## src/rtl/alu_mc.sv

```systemverilog
// alu_mc: multi-cycle ALU with valid/ready handshakes on both sides.
// Single-cycle logic/arith/shift/compare ops, iterative MULTU and
// optional iterative DIVU (compiled in when ALU_MC_DIV_EN is defined).
// Ports:
//   clk, rst (async, active low)
//   in_valid/in_ready, opcode, in_data_1 (A), in_data_2 (B / shift amount)
//   out_valid/out_ready, out_data (result/low product/quotient),
//   out_hi (high product/remainder), zero, overflow (ADD/SUB only)
module alu_mc #(
    parameter int WIDTH = 32
) (
    input  logic             clk,
    input  logic             rst,
    input  logic             in_valid,
    output logic             in_ready,
    input  logic [3:0]       opcode,
    input  logic [WIDTH-1:0] in_data_1,
    input  logic [WIDTH-1:0] in_data_2,
    output logic             out_valid,
    input  logic             out_ready,
    output logic [WIDTH-1:0] out_data,
    output logic [WIDTH-1:0] out_hi,
    output logic             zero,
    output logic             overflow
);

    localparam int LW = $clog2(WIDTH);

    localparam logic [3:0] OP_AND   = 4'b0000;
    localparam logic [3:0] OP_OR    = 4'b0001;
    localparam logic [3:0] OP_ADD   = 4'b0010;
    localparam logic [3:0] OP_XOR   = 4'b0011;
    localparam logic [3:0] OP_NOR   = 4'b0100;
    localparam logic [3:0] OP_SUB   = 4'b0110;
    localparam logic [3:0] OP_SLT   = 4'b0111;
    localparam logic [3:0] OP_SLL   = 4'b1000;
    localparam logic [3:0] OP_SRL   = 4'b1001;
    localparam logic [3:0] OP_SRA   = 4'b1010;
    localparam logic [3:0] OP_SLTU  = 4'b1011;
    localparam logic [3:0] OP_MULTU = 4'b1100;
`ifdef ALU_MC_DIV_EN
    localparam logic [3:0] OP_DIVU  = 4'b1101;
    typedef enum logic [1:0] {IDLE, MUL, DIV} state_t;
`else
    typedef enum logic [1:0] {IDLE, MUL} state_t;
`endif

    state_t state, state_nx;

    // Shared iterative datapath: hi = partial product / remainder,
    // lo = multiplier / quotient, opd = multiplicand / divisor.
    logic [WIDTH-1:0] hi, hi_nx;
    logic [WIDTH-1:0] lo, lo_nx;
    logic [WIDTH-1:0] opd, opd_nx;
    logic [LW:0]      cnt, cnt_nx;
    logic             fin, fin_nx;

    logic             accept;
    logic             load;
    logic [WIDTH-1:0] res_data;
    logic [WIDTH-1:0] res_hi;
    logic             res_ovf;

    logic [WIDTH-1:0] s_data;
    logic             s_ovf;
    logic [WIDTH-1:0] add_r;
    logic [WIDTH-1:0] sub_r;
    logic [LW-1:0]    sh;
    logic [WIDTH:0]   sum;
`ifdef ALU_MC_DIV_EN
    logic [WIDTH:0]   rs;
    logic [WIDTH+1:0] df;
`endif

    assign in_ready = (state == IDLE) && (!out_valid || out_ready);
    assign accept   = in_valid && in_ready;

    assign add_r = in_data_1 + in_data_2;
    assign sub_r = in_data_1 - in_data_2;
    assign sh    = in_data_2[LW-1:0];

    // Single-cycle result, taken straight from the inputs at the
    // accepting edge.
    always_comb begin
        s_data = '0;
        s_ovf  = 1'b0;
        unique case (opcode)
            OP_AND: s_data = in_data_1 & in_data_2;
            OP_OR:  s_data = in_data_1 | in_data_2;
            OP_XOR: s_data = in_data_1 ^ in_data_2;
            OP_NOR: s_data = ~(in_data_1 | in_data_2);
            OP_ADD: begin
                s_data = add_r;
                s_ovf  = (in_data_1[WIDTH-1] == in_data_2[WIDTH-1]) &&
                         (add_r[WIDTH-1] != in_data_1[WIDTH-1]);
            end
            OP_SUB: begin
                s_data = sub_r;
                s_ovf  = (in_data_1[WIDTH-1] != in_data_2[WIDTH-1]) &&
                         (sub_r[WIDTH-1] != in_data_1[WIDTH-1]);
            end
            OP_SLT: s_data = {{(WIDTH-1){1'b0}},
                              $signed(in_data_1) < $signed(in_data_2)};
            OP_SLTU: s_data = {{(WIDTH-1){1'b0}}, in_data_1 < in_data_2};
            OP_SLL: s_data = in_data_1 << sh;
            OP_SRL: s_data = in_data_1 >> sh;
            OP_SRA: s_data = WIDTH'($signed(in_data_1) >>> sh);
            default: s_data = '0;
        endcase
    end

    always_ff @(posedge clk or negedge rst) begin
        if (!rst) state <= IDLE;
        else      state <= state_nx;
    end

    always_comb begin
        state_nx = state;
        hi_nx    = hi;
        lo_nx    = lo;
        opd_nx   = opd;
        cnt_nx   = cnt;
        fin_nx   = fin;
        load     = 1'b0;
        res_data = s_data;
        res_hi   = '0;
        res_ovf  = s_ovf;
        sum      = {1'b0, hi} + ({1'b0, opd} & {(WIDTH+1){lo[0]}});
`ifdef ALU_MC_DIV_EN
        rs       = {hi, lo[WIDTH-1]};
        df       = {1'b0, rs} - {2'b00, opd};
`endif
        case (state)
            IDLE: begin
                if (accept) begin
                    if (opcode == OP_MULTU) begin
                        state_nx = MUL;
                        hi_nx    = '0;
                        lo_nx    = in_data_1;
                        opd_nx   = in_data_2;
                        cnt_nx   = (LW+1)'(WIDTH-1);
                        fin_nx   = 1'b0;
`ifdef ALU_MC_DIV_EN
                    end else if (opcode == OP_DIVU) begin
                        state_nx = DIV;
                        hi_nx    = '0;
                        lo_nx    = in_data_1;
                        opd_nx   = in_data_2;
                        cnt_nx   = (LW+1)'(WIDTH-1);
                        fin_nx   = 1'b0;
`endif
                    end else begin
                        load = 1'b1;
                    end
                end
            end
            MUL: begin
                if (fin) begin
                    load     = 1'b1;
                    res_data = lo;
                    res_hi   = hi;
                    res_ovf  = 1'b0;
                    fin_nx   = 1'b0;
                    state_nx = IDLE;
                end else begin
                    // Add-then-shift: carry of the add enters hi's MSB.
                    {hi_nx, lo_nx} = {sum, lo[WIDTH-1:1]};
                    if (cnt == '0) fin_nx = 1'b1;
                    else           cnt_nx = cnt - 1'b1;
                end
            end
`ifdef ALU_MC_DIV_EN
            DIV: begin
                if (fin) begin
                    load     = 1'b1;
                    res_data = lo;
                    res_hi   = hi;
                    res_ovf  = 1'b0;
                    fin_nx   = 1'b0;
                    state_nx = IDLE;
                end else begin
                    // Divisor 0 always "fits", giving all-ones quotient
                    // and the dividend shifted through as remainder.
                    if (!df[WIDTH+1]) begin
                        hi_nx = df[WIDTH-1:0];
                        lo_nx = {lo[WIDTH-2:0], 1'b1};
                    end else begin
                        hi_nx = rs[WIDTH-1:0];
                        lo_nx = {lo[WIDTH-2:0], 1'b0};
                    end
                    if (cnt == '0) fin_nx = 1'b1;
                    else           cnt_nx = cnt - 1'b1;
                end
            end
`endif
            default: state_nx = IDLE;
        endcase
    end

    always_ff @(posedge clk or negedge rst) begin
        if (!rst) begin
            hi  <= '0;
            lo  <= '0;
            opd <= '0;
            cnt <= '0;
            fin <= 1'b0;
        end else begin
            hi  <= hi_nx;
            lo  <= lo_nx;
            opd <= opd_nx;
            cnt <= cnt_nx;
            fin <= fin_nx;
        end
    end

    always_ff @(posedge clk or negedge rst) begin
        if (!rst) begin
            out_valid <= 1'b0;
            out_data  <= '0;
            out_hi    <= '0;
            zero      <= 1'b1;
            overflow  <= 1'b0;
        end else if (load) begin
            out_valid <= 1'b1;
            out_data  <= res_data;
            out_hi    <= res_hi;
            zero      <= (res_data == '0);
            overflow  <= res_ovf;
        end else if (out_ready) begin
            out_valid <= 1'b0;
        end
    end

endmodule

```

## config.mk

```make
export PLATFORM = sky130hd
export DESIGN_NAME = alu_mc
export DESIGN_NICKNAME = d
export VERILOG_FILES = /design/src/rtl/alu_mc.sv
export SDC_FILE = /design/constraint.sdc
export NUM_CORES = 1
export LEC_CHECK = 0
export BUFFER_PORTS_ARGS = -buffer_cell sky130_fd_sc_hd__buf_2
export CAP_MARGIN = 20
export CORE_UTILIZATION = 35
export DETAILED_ROUTE_END_ITERATION = 8
export PLACE_DENSITY = 0.57
export SLEW_MARGIN = 40
export SYNTH_ARGS = -nofsm -noshare
export SYNTH_HDL_FRONTEND = slang
export SYNTH_SLANG_ARGS = --single-unit
```

## constraint.sdc

```tcl
create_clock -name clk -period 5 [get_ports clk]
set_input_delay 1 -clock clk [delete_from_list [all_inputs] [get_ports clk]]
set_output_delay 1 -clock clk [all_outputs]
set_load 0.05 [all_outputs]
```

==> results.txt <==
----------------------------------------------------
[Clock tree]
  CTS clock-pin slew for the worst setup and hold paths ... 0.07 ns
  Number of buffers inserted for hold repair after clock tree synthesis ... 0
  Number of buffers on the longest clock path ... 2
  CTS buffer count ... 17
  Sinks on the clock net ... 171
  Root Buffer Master ... clkbuf_16
  Latest clock arrival within the worst-skew pair ... 0.49 ns
  CTS HTree Levels ... 4
  CTS tree ... built

[Setup path]
  Crit-path max cell delay ... 0.55 ns
  Category of the critical setup timing path ... in2reg
  Cell-by-cell trace of the critical path ... buf_4 > buf_6 > buf_16 > mux4_2 > mux2_2 > nor2_1 > a21o_1 > or2_2 > a21oi_1 > a2111o_1 > or4_4 > nor4b_4 > buf_4 > nand4_1 > or4_1 > o31ai_2
  Data required time of the critical path ... 5.40 ns
  Top fanout value on the critical path ... 51
  Library cell contributing the largest single delay on the critical path ... mux4_2
  Most frequent cell on the critical path ... buf_4
  Arrival time reported for the critical path endpoint ... 5.39 ns
  Setup crit end kind ... flop
  Critical path launch point type ... input pin

[Die]
  Area of the die ... 0.05386 mm²
  Row cnt ... 83
  Core Area ... 0.05182 mm²
  Starting density of the core ... 0.3575
  Overall die width ... 232.1 µm
  Number of placed I/O pins ... 140
  Height of the die ... 232.1 µm

[Timing]
  Worst setup slack after layout ... 0.01062 ns
  Finish-stage setup viols ... 0
  Number of pins with negative max-slew slack in the final report ... 0
  Worst Max-Slew Pin Slew ... 0.8962 ns
  Unrepaired setup endpoints after global routing ... true
  Top achievable clock speed ... 200.4 MHz
  Final clock period utilization by the worst path ... 0.9979
  Worst-case hold slack ... 0.4666 ns
  Post-route minimum period ... 4.989 ns
  Slew Limit Headroom ... 0.3972
  Clk_skew ... 0.01197 ns
  Hold Violations, Final ... 0

[Route]
  Avg Vias per Cell ... 5.958
  Antenna viol nets, final ... 0
  Detailed-routing iteration count for the pre-antenna-repair pass ... 6
  Total via count after detailed routing ... 21030
  First-iteration detailed-routing DRC count ... 2122
  Routed length per placed instance ... 26.04 µm
  WL final ... 91910 µm
  Number of DRC violations after detailed routing ... 0

[Global route]
  Antenna violations before repair ... 3
  Total Routing Usage GR ... 0.3414
  First-pass GRT wire length ... 135100 µm
  Total gr overflow ... 0
  Pin count of the biggest net entering global routing ... 86
  Via count of the first global-routing pass ... 20650

[Yosys]
  Main synth FF type ... dfrtp_1
  Synth area leaders ... dfrtp_1 23%, ha_1 9.0%, nand2_1 7.0%
  Top cell type by total area after synthesis ... dfrtp_1
  Post-synthesis sequential area ratio ... 0.2310
  Top cell type's share of synthesized area ... 0.2296
  Post-synth EDFFs ... 0
  Average cell area after synthesis ... 7.818 µm²
  Fraction of synthesis flops using an asynchronous set or reset pin ... 1.000
  Yosys Warn Count ... 0
  Synth Instances ... 2370
  Net count after synthesis ... 2578
  Leading cell types by count after synthesis ... 345 x nand2_1, 193 x nor2_1, 183 x a21oi_1
  Synthesis-stage register bit count ... 171
  Post-synth cell types ... 95
  Netlist area before placement ... 0.01853 mm²
  Most frequent cell after synthesis ... nand2_1

[Final layout]
  Number of nets at the end of the flow ... 3044
  Cell area after layout ... 0.02390 mm²
  Share of final-layout standard cells stronger than drive strength 1 ... 0.2790
  Area added between synthesis and finish ... 28.99%
  Flip-flop and latch area ... 0.004282 mm²
  Area used by multi-input combinational logic ... 0.01324 mm²
  Fill cell count ... 5247

[Run]
  Number of max-cap violations ... 0

[Hold path]
  Path category of the worst min-delay check ... reg2reg

[Outcome]
  Status ... complete, no violations

[Placement]
  RD Place Congestion ... 1.017
  Cell Area, Placed ... 0.02313 mm²
  Detail Placement HPWL ... 74430 µm
  Port Buffer Count ... 139
  Post-Place Setup Slack ... -0.6362 ns

[Pwr]
  Total leakage power ... 11.43 nW
  Ratio of total power to cell area ... 348.1 mW/mm²
  Worst VDD drop ... 0.0002809 V

----------------------------------------------------
[report_power, final]
group	internal (mW)	total (mW)	switching (mW)	leakage [nW]
clock	0.671	1.34	0.671	0.276
combinational	1.76	4.66	2.90	9.01
sequential	1.90	2.32	0.421	2.14
[final timing paths]
path | start | endpoint | slack (ns) | cells past startpoint
worst max-delay path | in_data_2[0] | zero | 0.01 | 16
worst min-delay path | out_data[7] | out_data[7] | 0.47 | 2
worst max register to register | lo[0] | hi[29] | 0.49 | 15
worst min register to register | out_data[7] | out_data[7] | 0.47 | 2
max in group asynchronous | rst | zero | 3.44 | 2
min in group asynchronous | rst | hi[9] | 0.51 | 1
[layout make-up]
class,instances,share of cell area
multi-input combinational,1908,0.5539
tap,680,0.03560
clock buffer,19,0.01853
timing repair buffer,622,0.1887
clock inverter,13,0.005602
sequential,171,0.1792
antenna,1,0.0001047
inverter,116,0.01838
[kinds of logic after synthesis]
kind of cell | after synthesis | synth area share
AO/OA/AOI/OAI | 719 | 0.2548
XOR/XNOR | 52 | 0.02458
adder cells (fa/ha/maj) | 136 | 0.09306
buffers and inverters | 291 | 0.06544
flip-flops | 171 | 0.2310
multiplexers | 165 | 0.1261
AND/OR/NAND/NOR | 836 | 0.2050
[repair_timing]
item	4_1_cts	5_1_grt
endpoints found under the setup margin	1	3
cloned	0	0
pin swaps	3	14
buffers inserted	1	4
resized for setup	3	28
[metrics by stage]
step	total power [mW]	TNS (ns)	util	instances
CTS	8.272	0	0.4581	3525
detailed placement	6.896	-1.259	0.4463	3492
global placement	6.782	-1.063	0.4458	3492
global route	8.850	-0.05173	0.4611	3529
finish	8.320	0	0.4612	3530
floorplan	5.248	0	-	2370
[placed cells by master, fill, tap and decap left out, drive strengths merged, types with 51 or more instances in the layout]
master	n
dfrtp	170
mux4	51
inv	117
nand3	84
ha	133
mux2i	86
nand2	345
a21oi	184
buf	622
nor2	194
o21ai	182
[state kept, by name, indices dropped and copies added, names as in the netlist]
signal / flops
lo: 32
out_data: 32
opd: 32
fin: 1
state: 1
zero: 1
hi: 32
cnt: 6
out_hi: 32
overflow: 1
out_valid: 1
[metal layers]
metal,up-vias,global-route usage,wire [µm]
li1,9565,-,-
met1,10220,0.4458,38580
met2,1042,0.5404,41240
met3,200,0.05452,6837
met4,2,0.1754,5134
met5,-,0.01654,118
[worst max-delay path: cells and delay by family]
family / cells / cell delay [ns]
AO/OA/AOI/OAI: 4 / 1.06
AND/OR/NAND/NOR: 6 / 1.78
buffers and inverters: 4 / 0.65
multiplexers: 2 / 0.85
Note: power is estimated with default switching activity, not from simulation.
